<file path="src/rtl/ob_pkg.sv">
// ============================================================================
// Module      : ob_pkg
// Description : Shared order-book command type and opcode encodings.
// Revision    : 1.0 - initial release
// ============================================================================
`default_nettype none

package ob_pkg;

    typedef logic [3:0] op_t;

    localparam op_t OP_NOP             = 4'd0;
    localparam op_t OP_BUY_LIMIT       = 4'd1;
    localparam op_t OP_SELL_LIMIT      = 4'd2;
    localparam op_t OP_BUY_MARKET      = 4'd3;
    localparam op_t OP_SELL_MARKET     = 4'd4;
    localparam op_t OP_CANCEL          = 4'd5;
    localparam op_t OP_BUY_STOP_LIMIT  = 4'd6;
    localparam op_t OP_SELL_STOP_LIMIT = 4'd7;
    localparam op_t OP_BUY_STOP_LOSS   = 4'd8;
    localparam op_t OP_SELL_STOP_LOSS  = 4'd9;

    typedef struct packed {
        op_t         opcode;
        logic [15:0] uid;
        logic [31:0] price;
        logic [31:0] quantity;
    } cmd_t;

endpackage

`default_nettype wire

</file>
<file path="src/rtl/ob_cn_reissue.sv">
// ============================================================================
// Module      : ob_cn_reissue
// Description : Rewrites matured stop commands to executable form and merges
//               them, with priority and a burst limit, into the ingress stream.
// Revision    : 1.0 - initial release
// ============================================================================
`default_nettype none

module ob_cn_reissue
    import ob_pkg::*;
#(
    parameter int MAX_BURST = 4,
    parameter int CNT_W     = 16
) (
    input  logic             clk,
    input  logic             rst_n,
    input  logic             mtr_vld_r,
    input  cmd_t             mtr_r,
    output logic             mtr_accept,
    input  logic             in_vld,
    input  cmd_t             in_cmd,
    output logic             in_accept,
    output logic             out_vld_r,
    output cmd_t             out_cmd_r,
    output logic             out_src_r,
    input  logic             out_accept,
    output logic [CNT_W-1:0] reissue_cnt_r,
    output logic             err_r
);

    localparam int                   c_BURST_W   = $clog2(MAX_BURST + 1);
    localparam logic [c_BURST_W-1:0] c_MAX_BURST = c_BURST_W'(MAX_BURST);

    logic [c_BURST_W-1:0] r_burst_cnt;
    logic                 w_slot_free;
    logic                 w_mtr_go;
    logic                 w_in_go;
    cmd_t                 w_mtr_cmd;
    logic                 w_bad_op;

    assign w_slot_free = !out_vld_r || out_accept;

    // Accepts are gated by rst_n so nothing is consumed while reset is held.
    assign w_mtr_go   = rst_n && w_slot_free && mtr_vld_r
                        && (!in_vld || (r_burst_cnt < c_MAX_BURST));
    assign w_in_go    = rst_n && w_slot_free && !w_mtr_go && in_vld;
    assign mtr_accept = w_mtr_go;
    assign in_accept  = w_in_go;

    always_comb begin
        w_mtr_cmd = mtr_r;
        w_bad_op  = 1'b0;
        case (mtr_r.opcode)
            OP_BUY_STOP_LIMIT:  w_mtr_cmd.opcode = OP_BUY_LIMIT;
            OP_SELL_STOP_LIMIT: w_mtr_cmd.opcode = OP_SELL_LIMIT;
            OP_BUY_STOP_LOSS:   w_mtr_cmd.opcode = OP_BUY_MARKET;
            OP_SELL_STOP_LOSS:  w_mtr_cmd.opcode = OP_SELL_MARKET;
            default:            w_bad_op         = 1'b1;
        endcase
    end

    always_ff @(posedge clk or negedge rst_n) begin
        if (!rst_n) begin
            out_vld_r <= 1'b0;
            out_cmd_r <= '0;
            out_src_r <= 1'b0;
        end else if (w_mtr_go) begin
            out_vld_r <= 1'b1;
            out_cmd_r <= w_mtr_cmd;
            out_src_r <= 1'b1;
        end else if (w_in_go) begin
            out_vld_r <= 1'b1;
            out_cmd_r <= in_cmd;
            out_src_r <= 1'b0;
        end else if (out_accept) begin
            out_vld_r <= 1'b0;
        end
    end

    // Burst count only grows while ingress is actually waiting behind matured.
    always_ff @(posedge clk or negedge rst_n) begin
        if (!rst_n) begin
            r_burst_cnt <= '0;
        end else if (!in_vld || w_in_go) begin
            r_burst_cnt <= '0;
        end else if (w_mtr_go && (r_burst_cnt < c_MAX_BURST)) begin
            r_burst_cnt <= r_burst_cnt + 1'b1;
        end
    end

    always_ff @(posedge clk or negedge rst_n) begin
        if (!rst_n) begin
            reissue_cnt_r <= '0;
            err_r         <= 1'b0;
        end else if (w_mtr_go) begin
            reissue_cnt_r <= reissue_cnt_r + 1'b1;
            if (w_bad_op) begin
                err_r <= 1'b1;
            end
        end
    end

endmodule

`default_nettype wire

</file>
<file path="config.mk">
export PLATFORM = sky130hd
export DESIGN_NAME = ob_cn_reissue
export DESIGN_NICKNAME = d
export VERILOG_FILES = /design/src/rtl/ob_pkg.sv /design/src/rtl/ob_cn_reissue.sv
export SDC_FILE = /design/constraint.sdc
export NUM_CORES = 1
export LEC_CHECK = 0
export CAP_MARGIN = 20
export CORE_MARGIN = 3
export CORE_UTILIZATION = 30
export CTS_CLUSTER_DIAMETER = 100
export CTS_CLUSTER_SIZE = 25
export DETAILED_ROUTE_END_ITERATION = 10
export GPL_TIMING_DRIVEN = 0
export PLACE_DENSITY = 0.7
export RECOVER_POWER = 25
export SYNTH_ARGS = -nofsm -noshare
export SYNTH_HDL_FRONTEND = slang
export SYNTH_SLANG_ARGS = --single-unit
</file>
<file path="constraint.sdc">
create_clock -name clk -period 1.6 [get_ports clk]
set_input_delay 0.48 -clock clk [delete_from_list [all_inputs] [get_ports clk]]
set_output_delay 0.48 -clock clk [all_outputs]
set_load 0.02 [all_outputs]
</file>
==> reports/results.tsv, run 1 <==
stage	metric	value	unit
status	status	complete, but fails checks	
status	violations	hold timing, setup timing	
setup_path	criticalPathCategory	primary input to output port	
power	p_leak	3.876	nW
cts	cts.sinks	106	
placement	dp.cells	1050	
floorplan	io_pins	278	
cts	cts_buffers	9	
power	total_power	0.008786	W
timing	relSlewSlack	0.7673	
setup_path	path_buf_inv	4	
floorplan	die_h	132.9	um
placement	place_ws	-1489	ps
setup_path	crit_family	buffers and inverters	
timing	fin_crit	1835	ps
logic_synthesis	ys_ff_latch	106	
route	drc	0	
cts	cts_tree	built	
cts	ctsHoldBuffers	0	
cts	htreeDepth	3	
cts	clk_latency	340	ps
cells_and_area	mostFrequentLayoutCell	clkdlybuf4s50_1	
route	drtIter0Drc	211	
setup_path	cp-end-kind	output port	
logic_synthesis	yosysWarnings	0	
cells_and_area	layout_common_cells	clkdlybuf4s50_1 (168), a21oi_1 (153), dfrtp_1 (103), nand2_1 (96), nor2_1 (88)	
cts	cts_root_buf	clkbuf_16	
timing	skew	6.479	ps
global_routing	grt_max_degree	65	
logic_synthesis	synth_cell_type_count	29	
run	drv_cap	0	
route	wl_met2	8631	um
timing	drv_slew	0	
setup_path	cp_common_cell	buf_6	
route	drt-met1-wl	7874	um
floorplan	die-width	132.9	um
route	met3_length	1395	um
setup_path	crit_fanout	3	
route	drt-total-wl	18210	um
floorplan	start_util	0.3118	
timing	holdWs	-2.335	ps
floorplan	coreArea	15480	um^2
placement	place_congestion	0.7779	
global_routing	track_usage	0.2006	
logic_synthesis	synth_cells	561	
logic_synthesis	syn-num-nets	736	
timing	tightestPinTransition	349.0	ps
global_routing	grt_overflow	0	
timing	period_share	1.147	
timing	fin_ws	-234.7	ps
setup_path	required	1120	ps
min_path	hold_class	primary input to asynchronous set/reset pin	
logic_synthesis	ys_seq_area_frac	0.5495	
cells_and_area	area_delta_synth_final	77.35	%
timing	rsz0062_at_grt	true	
cells_and_area	finalNetCount	1038	
timing	timing.fmax	545.0	MHz
setup_path	start_kind	primary input	
route	drtAntennaViolNets	0	
route	first_pass_iters	4	
setup_path	path_cells	dlygate4sd2_1, nand2_2, nand4_4, inv_2, buf_6, buf_6	
setup_path	cpMaxStageDelayCell	dlygate4sd2_1	
placement	dpl.hpwl	13190	um
route	viasPerCell	4.779	
cells_and_area	layout-drive-gt1-share	0.1336	
floorplan	fp-row-count	45	
logic_synthesis	synth.avg_cell_area	8.605	um^2
setup_path	critPathArrivalTime	1350	ps
route	vias	5157	
timing	hold_viol	1	
global_routing	grt_pass1_wl	28210	um
cells_and_area	antennaDiodeCount	0	
placement	io_buffers	277	
route	wire_per_inst	16.88	um
cts	cts.path.max_buffers	2	
global_routing	antenna_found_initial	0	
setup_path	critPathMaxStageDelay	280	ps
global_routing	grt_pass1_vias	5103	
floorplan	die_area	17650	um^2
power	ir_drop	620.4	uV
route	highest_layer	met4	
logic_synthesis	syn_area	4827	um^2
cts	clkTransAtPathRegs	80	ps
power	p_per_area	1026	nW/um^2
cells_and_area	stdcell_count	1079	
timing	setup_viol	2	
-- metrics by stage --
stage           TNS, ps  cell area, um^2    util
6_report         -432.6             8561  0.5529
5_1_grt          -666.8             8561  0.5529
4_1_cts          -758.3             8334  0.5383
3_5_place_dp     -93700             7898  0.5101
3_3_place_gp   -1104340             7869  0.5082
2_1_floorplan    -35.54             4832       -
-- per-layer routing --
| metal | vias up | track usage |
|---|---|---|
| li1 | 2496 | - |
| met1 | 2442 | 0.2535 |
| met2 | 199 | 0.3310 |
| met3 | 20 | 0.06084 |
| met4 | 0 | 0.06062 |
| met5 | - | 0 |
-- worst paths after layout --
path / startpoint / endpoint / slack [ps] / cells past startpoint
setup / recovery: in_vld / mtr_accept / -230 / 6
hold / removal: rst_n / out_cmd_r[11] / -2 / 1
setup reg to reg: r_burst_cnt[2] / out_cmd_r[21] / 50 / 7
hold reg to reg: reissue_cnt_r[15] / reissue_cnt_r[15] / 460 / 1
max in group asynchronous: rst_n / out_cmd_r[49] / 1010 / 2
min in group clk: reissue_cnt_r[15] / reissue_cnt_r[15] / 460 / 1
-- cells by family after synthesis --
family,count (synthesis),share of synthesized area
simple gates,214,0.1846
buf+inv,45,0.04432
compound gates,178,0.1874
xor+xnor,16,0.02903
flops,106,0.5495
fa+ha+maj,2,0.005183
-- power by group --
part,switching [W],internal (W),total (W)
clock,0.00102,0.00137,0.00240
combinational,0.00159,0.00131,0.00290
sequential,0.000309,0.00318,0.00349
total,0.00292,0.00586,0.00879
-- synth_stat cells --
library cell | count | share of area
clkbuf_1 | 14 | 0.011
or3_1 | 1 | 0.0013
a211oi_1 | 1 | 0.0016
ha_1 | 2 | 0.0052
o21ai_0 | 4 | 0.0041
nand4_1 | 4 | 0.0052
nand2b_1 | 3 | 0.0039
nand3b_1 | 1 | 0.0016
xor2_1 | 8 | 0.015
nand4_2 | 3 | 0.0078
and4_1 | 2 | 0.0036
nor4_2 | 1 | 0.0026
nor4_1 | 1 | 0.0013
nor2b_1 | 1 | 0.0013
a21oi_1 | 169 | 0.18
inv_1 | 5 | 0.0039
inv_2 | 2 | 0.0016
nand2_1 | 97 | 0.075
nor3_1 | 5 | 0.0052
buf_4 | 7 | 0.011
buf_1 | 2 | 0.0016
a22oi_1 | 2 | 0.0031
xnor2_1 | 8 | 0.015
nand3_1 | 6 | 0.0062
nor2_1 | 89 | 0.069
o21bai_1 | 1 | 0.0016
a32oi_1 | 1 | 0.0018
dfrtp_1 | 106 | 0.55
buf_2 | 15 | 0.016
-- final cells by class --
class                   count  area [um^2]
fillers                  1449         6923
repair buffers            292         2811
flip-flops and latches    106         2656
multi-input cells         410         2126
plain buffers              37        359.1
well taps                 211        264.0
clock buffers               9        225.2
clock inverters             7        92.59
inverters                   7        26.28
-- registers in the layout (all words and copies together) (netlist names) --
| register | cells |
|---|---|
| err_r | 1 |
| out_cmd_r | 84 |
| out_src_r | 1 |
| out_vld_r | 1 |
| r_burst_cnt | 3 |
| reissue_cnt_r | 16 |
-- repair_timing --
item	in CTS	in global routing
setup endpoints to repair	206	109
buffers inserted	9	6
pin swaps	2	3
gates cloned	0	1
hold endpoints to repair	0	0
resized for setup	183	76
Note: power is estimated with default switching activity, not from simulation.
==> run 2: changes to the inputs <==
--- a/config.mk
+++ b/config.mk
@@ -8,12 +8,12 @@
 export CAP_MARGIN = 20
 export CORE_MARGIN = 3
 export CORE_UTILIZATION = 30
-export CTS_CLUSTER_DIAMETER = 100
 export CTS_CLUSTER_SIZE = 25
 export DETAILED_ROUTE_END_ITERATION = 10
 export GPL_TIMING_DRIVEN = 0
 export PLACE_DENSITY = 0.7
 export RECOVER_POWER = 25
+export SLEW_MARGIN = 5
 export SYNTH_ARGS = -nofsm -noshare
 export SYNTH_HDL_FRONTEND = slang
 export SYNTH_SLANG_ARGS = --single-unit
==> results of run 2 <==
Same layout as run 1: the final DEF is identical, and so are final timing and power.
==> run 3: changes to the inputs <==
--- a/config.mk
+++ b/config.mk
@@ -8,12 +8,10 @@
 export CAP_MARGIN = 20
 export CORE_MARGIN = 3
 export CORE_UTILIZATION = 30
-export CTS_CLUSTER_SIZE = 25
 export DETAILED_ROUTE_END_ITERATION = 10
 export GPL_TIMING_DRIVEN = 0
 export PLACE_DENSITY = 0.7
 export RECOVER_POWER = 25
-export SLEW_MARGIN = 5
 export SYNTH_ARGS = -nofsm -noshare
 export SYNTH_HDL_FRONTEND = slang
 export SYNTH_SLANG_ARGS = --single-unit
==> results of run 3 <==
Same layout as run 1: the final DEF is identical, and so are final timing and power.
